<file path="config.mk">
export PLATFORM = sky130hd
export DESIGN_NAME = multiword_add_sequencer
export DESIGN_NICKNAME = d
export VERILOG_FILES = /design/src/rtl/multiword_add_sequencer_pkg.sv /design/src/rtl/multiword_add_sequencer_adder.sv /design/src/rtl/multiword_add_sequencer.sv
export SDC_FILE = /design/constraint.sdc
export NUM_CORES = 1
export LEC_CHECK = 0
export BUFFER_PORTS_ARGS = -buffer_cell sky130_fd_sc_hd__buf_2
export CAP_MARGIN = 5
export CORE_MARGIN = 2
export CORE_UTILIZATION = 53
export DETAILED_ROUTE_END_ITERATION = 10
export PLACE_DENSITY_LB_ADDON = 0.1
export SETUP_SLACK_MARGIN = 0.1
export SYNTH_ARGS = -nofsm -noshare
export SYNTH_HDL_FRONTEND = slang
export SYNTH_SLANG_ARGS = --single-unit
</file>
<file path="constraint.sdc">
create_clock -name clk -period 8.3 [get_ports clk]
set_input_delay 0.83 -clock clk [delete_from_list [all_inputs] [get_ports clk]]
set_output_delay 0.83 -clock clk [all_outputs]
set_load 0.01 [all_outputs]
</file>
<file path="src/rtl/multiword_add_sequencer_pkg.sv">
// Shared definitions for the multi-word add/subtract sequencer.
// Holds the controller state encoding and the default word geometry.
package multiword_add_sequencer_pkg;

  typedef enum logic [1:0] {
    IDLE = 2'd0,
    RUN  = 2'd1,
    DONE = 2'd2
  } state_t;

  localparam int N_DEF     = 8;
  localparam int WORDS_DEF = 4;

endpackage

</file>
<file path="src/rtl/multiword_add_sequencer_adder.sv">
// word_adder_cin: combinational N-bit adder with carry-in.
// Ports:
//   x, y  : N-bit word operands (y already conditioned for subtract)
//   cin   : carry into bit 0
//   s     : N-bit word sum
//   cout  : carry out of bit N-1
//   ovf   : signed overflow of this word, valid when it is the top word
module word_adder_cin #(
  parameter int N = 8
) (
  input  logic [N-1:0] x,
  input  logic [N-1:0] y,
  input  logic         cin,
  output logic [N-1:0] s,
  output logic         cout,
  output logic         ovf
);

  logic [N:0] full;

  assign full = {1'b0, x} + {1'b0, y} + {{N{1'b0}}, cin};
  assign s    = full[N-1:0];
  assign cout = full[N];

  // Two's-complement overflow: both inputs share a sign that the result lacks.
  assign ovf  = (x[N-1] & y[N-1] & ~s[N-1]) | (~x[N-1] & ~y[N-1] & s[N-1]);

endmodule

</file>
<file path="src/rtl/multiword_add_sequencer.sv">
// multiword_add_sequencer: wide add/subtract built from one shared N-bit
// word adder, stepped least-significant word first over WORDS cycles.
// Ports:
//   clk, reset      : clock, synchronous active-high reset
//   start, sub      : request pulse (taken only in IDLE), 0 = add, 1 = subtract
//   a_in, b_in      : N*WORDS-bit operands, sampled with start
//   busy            : high while RUN or DONE
//   done            : one-cycle pulse, result valid
//   sum             : N*WORDS-bit result (modulo 2^(N*WORDS))
//   cout            : carry out of the top word (subtract: 1 = no borrow)
//   overflow        : signed overflow of the full-width operation
module multiword_add_sequencer
  import multiword_add_sequencer_pkg::*;
#(
  parameter int N     = N_DEF,
  parameter int WORDS = WORDS_DEF
) (
  input  logic             clk,
  input  logic             reset,
  input  logic             start,
  input  logic             sub,
  input  logic [N*WORDS-1:0] a_in,
  input  logic [N*WORDS-1:0] b_in,
  output logic             busy,
  output logic             done,
  output logic [N*WORDS-1:0] sum,
  output logic             cout,
  output logic             overflow
);

  localparam int W  = N * WORDS;
  localparam int IW = (WORDS > 1) ? $clog2(WORDS) : 1;
  localparam logic [IW-1:0] LAST = IW'(WORDS - 1);

  state_t        state;
  logic [W-1:0]  a_q;
  logic [W-1:0]  b_q;
  logic          sub_q;
  logic [IW-1:0] idx;
  logic          carry;

  logic [31:0]   wbase;
  logic [N-1:0]  word_x;
  logic [N-1:0]  word_y;
  logic [N-1:0]  word_s;
  logic          word_c;
  logic          word_v;

  // Word select: current word of A, and B inverted when subtracting
  // (a - b = a + ~b + 1, the +1 coming from the carry register seed).
  assign wbase  = 32'(idx) * 32'(N);
  assign word_x = a_q[wbase +: N];
  assign word_y = b_q[wbase +: N] ^ {N{sub_q}};

  word_adder_cin #(.N(N)) u_word_adder (
    .x    (word_x),
    .y    (word_y),
    .cin  (carry),
    .s    (word_s),
    .cout (word_c),
    .ovf  (word_v)
  );

  // Operand capture: data only, no reset needed.
  always_ff @(posedge clk) begin
    if (!reset && state == IDLE && start) begin
      a_q   <= a_in;
      b_q   <= b_in;
      sub_q <= sub;
    end
  end

  always_ff @(posedge clk) begin
    if (reset) begin
      state    <= IDLE;
      idx      <= '0;
      carry    <= 1'b0;
      sum      <= '0;
      cout     <= 1'b0;
      overflow <= 1'b0;
      done     <= 1'b0;
      busy     <= 1'b0;
    end else begin
      case (state)
        IDLE: begin
          done <= 1'b0;
          if (start) begin
            idx   <= '0;
            carry <= sub;
            busy  <= 1'b1;
            state <= RUN;
          end
        end
        RUN: begin
          sum[wbase +: N] <= word_s;
          carry           <= word_c;
          idx             <= idx + 1'b1;
          if (idx == LAST) begin
            cout     <= word_c;
            overflow <= word_v;
            done     <= 1'b1;
            state    <= DONE;
          end
        end
        DONE: begin
          done  <= 1'b0;
          busy  <= 1'b0;
          state <= IDLE;
        end
        default: begin
          done  <= 1'b0;
          busy  <= 1'b0;
          state <= IDLE;
        end
      endcase
    end
  end

endmodule

</file>
==> results.md, run 1 <==
* Critical path fanouts, max at 24
* Flop2flop setup slack at 4590 ps
* Row cnt at 33
* Sequential area share after synthesis at 0.628
* Leakage at 2.08 nW
* Critical path capture point type: flip-flop
* Hold Path Class: reg -> reg
* Final Cycle Share at 0.448
* RR Endpoint: sum[30]$_SDFFE_PP0P_
* Clock-pin slew on the worst setup and hold paths at 100 ps
* Setup Fix Bufs, Post-CTS at 0
* Yosys reg bits at 106
* Final core occ at 0.640
* Adder-cell share of the synthesized area at 0.0488
* Core area at 0.00813 sq mm
* RSZ-0062 raised after global routing: false
* Met3 wire length at 478 um
* Vias in the first global route at 2676
* Synth async-reset ratio at 0
* Met2 routed WL at 4040 um
* Clk Latency, worst-skew pair at 370 ps
* Max-slew headroom at 0.467
* Slowest cell on the critical path: dfxtp_2
* Worst path required time at 8600 ps
* R2R depth at 10
* Crit-path cells: mux4_2 -> xnor2_1 -> fa_1 -> inv_1 -> fa_1 -> a211o_1 -> a211o_1 -> a221oi_2 -> a22oi_1 -> nor2_1
* Worst-Margin Slew at 800 ps
* Compound-cell area share of the yosys netlist at 0.110
* Worst Skew at 10.0 ps
* Initial Util at 0.543
* Routed WL per cell at 15.9 um
* VDD IR max at 0.107 mV
* Synthesized instance count at 303
* CTS H-tree lvls at 3
* First-pass GRT wire length at 13000 um
* CTS root buffer: clkbuf_8
* Startpoint Class: flip-flop
* CTS tree: built
* Post-route minimum period at 3710 ps
* Routability cong. at 0.776
* Worst R2R Start: idx[0]$_SDFFE_PP0P_
* Hold_buf cts at 0
* Worst path arrival time at 4020 ps
* Ys flop type: edfxtp_1
* Overflow after GRT at 0
* CTS buffer count at 9
* Post-CTS sizing at 0
* Vias/cell at 5.47
* Endpoint, Worst Hold: busy$_SDFFE_PP0P_
* DIE AREA at 0.00907 sq mm
* Post-Syn Area at 0.00441 sq mm
* Worst path buffer plus inverter count at 1
* Main combinational cell family by area after synthesis: compound AO/OA/AOI/OAI gates
* Antenna cells at 0
* Hold WS at 471 ps
* Max-Cap Viols at 0
* Die X at 95.3 um
* Top sig layer: met4
* Hpwl dp at 5880 um
* Power per cell area at 198 mW/mm^2
* Sum Neg Setup Slack at 0 ps
* Clock buffer depth at 2
* Outcome: completed
* Setup violations, final at 0
* Final hold vios at 0
* Final Max Tran Viols at 0
* Mux cell area share after synthesis at 0.0839
* Area grow syn2layout at 17.9%
* Largest net degree at the start of global routing at 66
* Detailed router's first-iteration violation count at 109
* Mean Syn Cell Area at 14.6 sq um
* Area share of and/or/nand/nor cells after synthesis at 0.0890
* IO Pins at 104
* DRT met1 WL at 3580 um
* WL final at 8220 um
* Fraction of synthesized cell area in xor and xnor cells at 0.0179
* CTS sink cnt at 106
* Hold Path Depth at 2
* GRT Total Usage at 0.194
* Inst Count DP at 502
* Drt drc at 0
* Kind of critical path: reg -> reg
* Top delay family on crit path: compound AO/OA/AOI/OAI gates
* Post-synthesis cell type count at 49
* Crit-path max cell delay at 870 ps
* Final ANT Viol Nets at 0
* Die Ht at 95.3 um
* Syn_nets at 387
* Final std cells w/o fill at 518
* Fraction of layout cells with a size suffix above 1 at 0.373
* Vias at 2832
* Port buffer count at 103
* Synthesis Warnings at 0
* Nets at 492
* Initial antenna violation count at 0
* EDFF count, synth at 65
* DR pass1 iterations at 4
* Min-delay src: busy$_SDFFE_PP0P_
* Fmax at 269 MHz
layout by cell type (no fill, tap or decap), types with 2 or more instances in the layout:
| master | Yosys | final |
|---|---|---|
| a211o_1 | 3 | 3 |
| nor4_1 | 2 | 2 |
| inv_1 | 12 | 12 |
| or3_1 | 3 | 3 |
| nor3b_1 | 3 | 3 |
| o21ba_2 | 3 | 3 |
| buf_4 | 1 | 2 |
| clkinv_2 | 0 | 2 |
| nand2_1 | 3 | 3 |
| a211oi_1 | 4 | 4 |
| a32oi_1 | 8 | 8 |
| nand2_2 | 3 | 3 |
| and2_1 | 3 | 3 |
| o21ai_0 | 4 | 4 |
| xor2_1 | 8 | 8 |
| o31a_1 | 2 | 2 |
| o21a_1 | 3 | 3 |
| inv_6 | 0 | 3 |
| nor3_1 | 4 | 3 |
| buf_2 | 1 | 103 |
| nand2b_1 | 3 | 3 |
| nor3_4 | 2 | 2 |
| ha_1 | 14 | 14 |
| a22oi_1 | 21 | 21 |
| clkbuf_8 | 0 | 9 |
| fa_1 | 2 | 2 |
| dfxtp_1 | 41 | 40 |
| nor2_1 | 36 | 36 |
| mux4_2 | 16 | 16 |
| edfxtp_1 | 65 | 65 |
| a21oi_1 | 6 | 6 |
cell type report:
type / instances / area (sq um)
Multi-Input combinational cell: 174 / 1550
Timing Repair Buffer: 105 / 531
Clock inverter: 7 / 52.6
Sequential cell: 106 / 2770
Clock buffer: 9 / 124
Tap cell: 105 / 131
Inverter: 12 / 45.0
Fill cell: 624 / 2930
cells by family after synthesis:
kind of cell | Yosys count
AOI/OAI and AO/OA | 63
xor gates and xnor gates | 9
adders and majority gates | 16
buffers and inverters | 23
DFF | 106
muxes | 17
and+or+nand+nor | 69
metrics by stage:
stage | power, mW | worst slack (ps) | instance area [sq um]
after floorplan | 0.707 | 2080 | 4410
after global placement | 0.751 | 4650 | 5030
after detailed placement | 0.753 | 4560 | 5030
after CTS | 1.04 | 4530 | 5200
after global routing | 1.08 | 4270 | 5200
final | 1.03 | 4590 | 5200
metal layers:
metal | global-route usage | vias up
met5 | 0 | -
met2 | 0.320 | 110
li1 | - | 1371
met4 | 0.0797 | 0
met1 | 0.249 | 1341
met3 | 0.0427 | 10
power by group:
part | switching (mW) | total [mW] | internal [mW] | leakage [nW]
Combinational | 0.0869 | 0.151 | 0.0639 | 1.06
Clock | 0.178 | 0.290 | 0.112 | 0.0904
Sequential | 0.0105 | 0.590 | 0.580 | 0.935
Total | 0.275 | 1.03 | 0.756 | 2.08
cell usage after synthesis (2+ instances only):
library cell,count,area share
ha_1,14,0.040
nand2_1,3,0.0026
inv_1,12,0.010
a211o_1,3,0.0060
mux4_2,16,0.082
clkbuf_1,7,0.0060
nand2_2,3,0.0043
nor3_4,2,0.0074
nor3b_1,3,0.0051
nor3_1,4,0.0045
nor4_1,2,0.0028
a32oi_1,8,0.016
xor2_1,8,0.016
dfxtp_1,41,0.19
a21oi_1,6,0.0068
edfxtp_1,65,0.44
and2_1,3,0.0043
o21a_1,3,0.0051
a22oi_1,21,0.036
o21ai_0,4,0.0045
o21ba_2,3,0.0068
nand2b_1,3,0.0043
fa_1,2,0.0091
o31a_1,2,0.0040
or3_1,3,0.0043
nor2_1,36,0.031
a211oi_1,4,0.0068
worst reg2reg max path: stages (launching register included):
cell and delay, ps:
dfxtp_2 870, mux4_2 610, xnor2_1 200, fa_1 230
inv_1 60, fa_1 420, a211o_1 310, a211o_1 300
a221oi_2 400, a22oi_1 120, nor2_1 120
worst max-delay path by stage:
stage	slack (ps)	depth (start not counted)	to	start
CTS	4530	10	sum[30]$_SDFFE_PP0P_	idx[0]$_SDFFE_PP0P_
global placement	4650	10	sum[30]$_SDFFE_PP0P_	idx[0]$_SDFFE_PP0P_
detailed placement	4560	10	sum[30]$_SDFFE_PP0P_	idx[0]$_SDFFE_PP0P_
finish	4590	10	sum[30]$_SDFFE_PP0P_	idx[0]$_SDFFE_PP0P_
floorplan	2080	3	a_q[0]$_DFFE_PP_	reset
global route	4270	10	sum[14]$_SDFFE_PP0P_	idx[0]$_SDFFE_PP0P_
state kept, by name, indices dropped and copies added (netlist names):
register  cells
done          1
cout          1
a_q          32
idx           2
overflow      1
state         2
sub_q         1
sum          32
busy          1
b_q          32
carry         1
(Power assumes the default switching activity.)
==> run 2, diff against run 1 <==
Settings changed: CORE_UTILIZATION 53 to 48.
Clock period 8.3 ns to 3.3 ns, I/O delays scaled along.
==> run 2 against run 1 <==
  * Via count grew 0.71%
  * Clock skew shrank 0.62 ps
  * Sequential power grew 150%
  * Combinational power grew to 2.8 times the previous value
  * Utilization shrank 3.1 points
  * Sequential share of layout area shrank 1.5 points
  * Final area grew 3.0%
  * Worst hold slack lost 330 ps
==> results.md, run 2 (synthesis gave the netlist of run 1 again) <==
* Row cnt at 34
* Final hold vios at 0
* CTS root buffer: clkbuf_8
* CTS sink cnt at 106
* Hold Path Depth at 1
* Fin worst setup slack at 306 ps
* Setup violations, final at 0
* Hold Path Class: in -> reg
* Final Max Tran Viols at 0
* R2R depth at 10
* Regs by FF count: a_q: 32 flops, b_q: 32 flops, sum: 32 flops
* Worst path required time at 3590 ps
* Initial Util at 0.501
* Worst R2R Start: idx[0]$_SDFFE_PP0P_
* Worst path arrival time at 3280 ps
* Post-route minimum period at 2990 ps
* Power per cell area at 487 mW/mm^2
* Setup WS pre-CTS at 156 ps
* Vias/cell at 5.36
* Max-Cap Viols at 0
* First-pass GRT wire length at 13700 um
* Overflow after GRT at 0
* Sum Neg Setup Slack at 0 ps
* Vias in the first global route at 2799
* WL final at 8630 um
* GRT Total Usage at 0.177
* CTS tree: built
* Area grow syn2layout at 21.4%
* Antenna cells at 0
* Max-slew headroom at 0.478
* Hpwl dp at 6140 um
* Startpoint Class: flip-flop
* IO Pins at 104
* Die Ht at 99.9 um
* Worst-Margin Slew at 783 ps
* Core area at 0.00881 sq mm
* Drt drc at 0
* Area after DPL at 0.00508 sq mm
* Critical path capture point type: flip-flop
* Final Cycle Share at 0.907
* Flop2flop setup slack at 310 ps
* Port buffer count at 103
* Detailed router's first-iteration violation count at 143
* Fmax at 334 MHz
* Vias at 2852
* Critical path fanouts, max at 7
* Commonest non-fill, non-tap cell in the layout: buf_2
* Min-delay src: a_in[26]
* Clock-pin slew on the worst setup and hold paths at 100 ps
* Clk Latency, worst-skew pair at 350 ps
* DIE AREA at 0.00998 sq mm
* RR Endpoint: sum[30]$_SDFFE_PP0P_
* Initial antenna violation count at 0
* Leakage at 2.16 nW
* Routed WL per cell at 16.2 um
* DR pass1 iterations at 4
* Beginning of the critical path: idx[0]$_SDFFE_PP0P_
* Worst Skew at 9.37 ps
* Final ANT Viol Nets at 0
* Nets at 503
* Outcome: completed
* Slowest cell on the critical path: mux4_2
* Crit-path cells: buf_12 -> buf_4 -> mux4_2 -> xor2_1 -> ha_1 -> a211o_1 -> a211o_1 -> a221oi_4 -> a22oi_1 -> nor2_1
* VDD IR max at 0.241 mV
* Crit path top cell by count: a211o_1
* Largest net degree at the start of global routing at 66
* RSZ-0062 raised after global routing: false
* Hold WS at 142 ps
* Endpoint, Worst Hold: a_q[26]$_DFFE_PP_
* Routability cong. at 0.799
* Fraction of layout cells with a size suffix above 1 at 0.389
* Final instance area at 0.00536 sq mm
* Crit-path max cell delay at 500 ps
* Die X at 99.9 um
* Kind of critical path: reg -> reg
* Commonest non-fill, non-tap cells in the layout: 103 x buf_2, 65 x edfxtp_1, 40 x dfxtp_1
* CTS H-tree lvls at 3
* Clock buffer depth at 2
* CTS buffer count at 9
[run 2: cell count changes in the layout (fill, tap and decap cells not counted), sizes merged]
| cell | delta |
|---|---|
| buf | +10 |
| clkbuf | +2 |
| clkinv | -1 |
[run 2: stage by stage]
stage               cells  utilization  total power [mW]
CTS                   524        0.597              2.61
floorplan             303            -              1.78
global placement      508        0.577              1.90
global route          532        0.608              2.73
detailed placement    508        0.577              1.91
finish                532        0.608              2.61
[run 2: worst max path at each step]
stage,endpoint,slack [ps]
final,sum[30]$_SDFFE_PP0P_,310
after global routing,sum[30]$_SDFFE_PP0P_,120
after CTS,sum[30]$_SDFFE_PP0P_,120
after detailed placement,sum[30]$_SDFFE_PP0P_,160
after global placement,sum[30]$_SDFFE_PP0P_,230
after floorplan,sum[30]$_SDFFE_PP0P_,110
[run 2: power by group]
| group | switching [mW] | total (mW) | leakage, nW | internal [mW] |
|---|---|---|---|---|
| clock | 0.428 | 0.707 | 0.0886 | 0.278 |
| combinational | 0.243 | 0.428 | 1.13 | 0.185 |
| sequential | 0.0165 | 1.47 | 0.936 | 1.46 |
[run 2: repair_timing]
action                                  CTS  global route
resized for setup                         0             4
endpoints found under the setup margin    0             4
setup buffers                             0             7
hold buffers                              0             0
[run 2: cell type report]
| class | count | area (sq um) |
|---|---|---|
| sequential | 106 | 2780 |
| multi-input combinational | 174 | 1570 |
| timing repair buffer | 116 | 656 |
| fill | 712 | 3450 |
| tap | 108 | 135 |
| clock inverter | 6 | 43.8 |
| clock buffer | 10 | 128 |
| inverter | 12 | 45.0 |
[run 2: worst max-delay path, delay by kind of cell (launching register included)]
kind / cells / cell delay, ps
XOR/XNOR: 1 / 150
flip-flops: 1 / 390
AND/OR/NAND/NOR: 1 / 110
AO/OA/AOI/OAI: 4 / 1160
adder cells (fa/ha/maj): 1 / 360
multiplexers: 1 / 500
buffers and inverters: 2 / 260
[run 2: metal layers]
layer  global-route usage  share of wire  wire length [um]  vias to the layer above
li1                     -              -                 -                     1392
met1                0.244           0.45              3910                     1362
met2                0.287           0.49              4210                       90
met3               0.0369          0.048               415                        8
met4               0.0516          0.011                93                        0
met5                    0              0                 0                        -
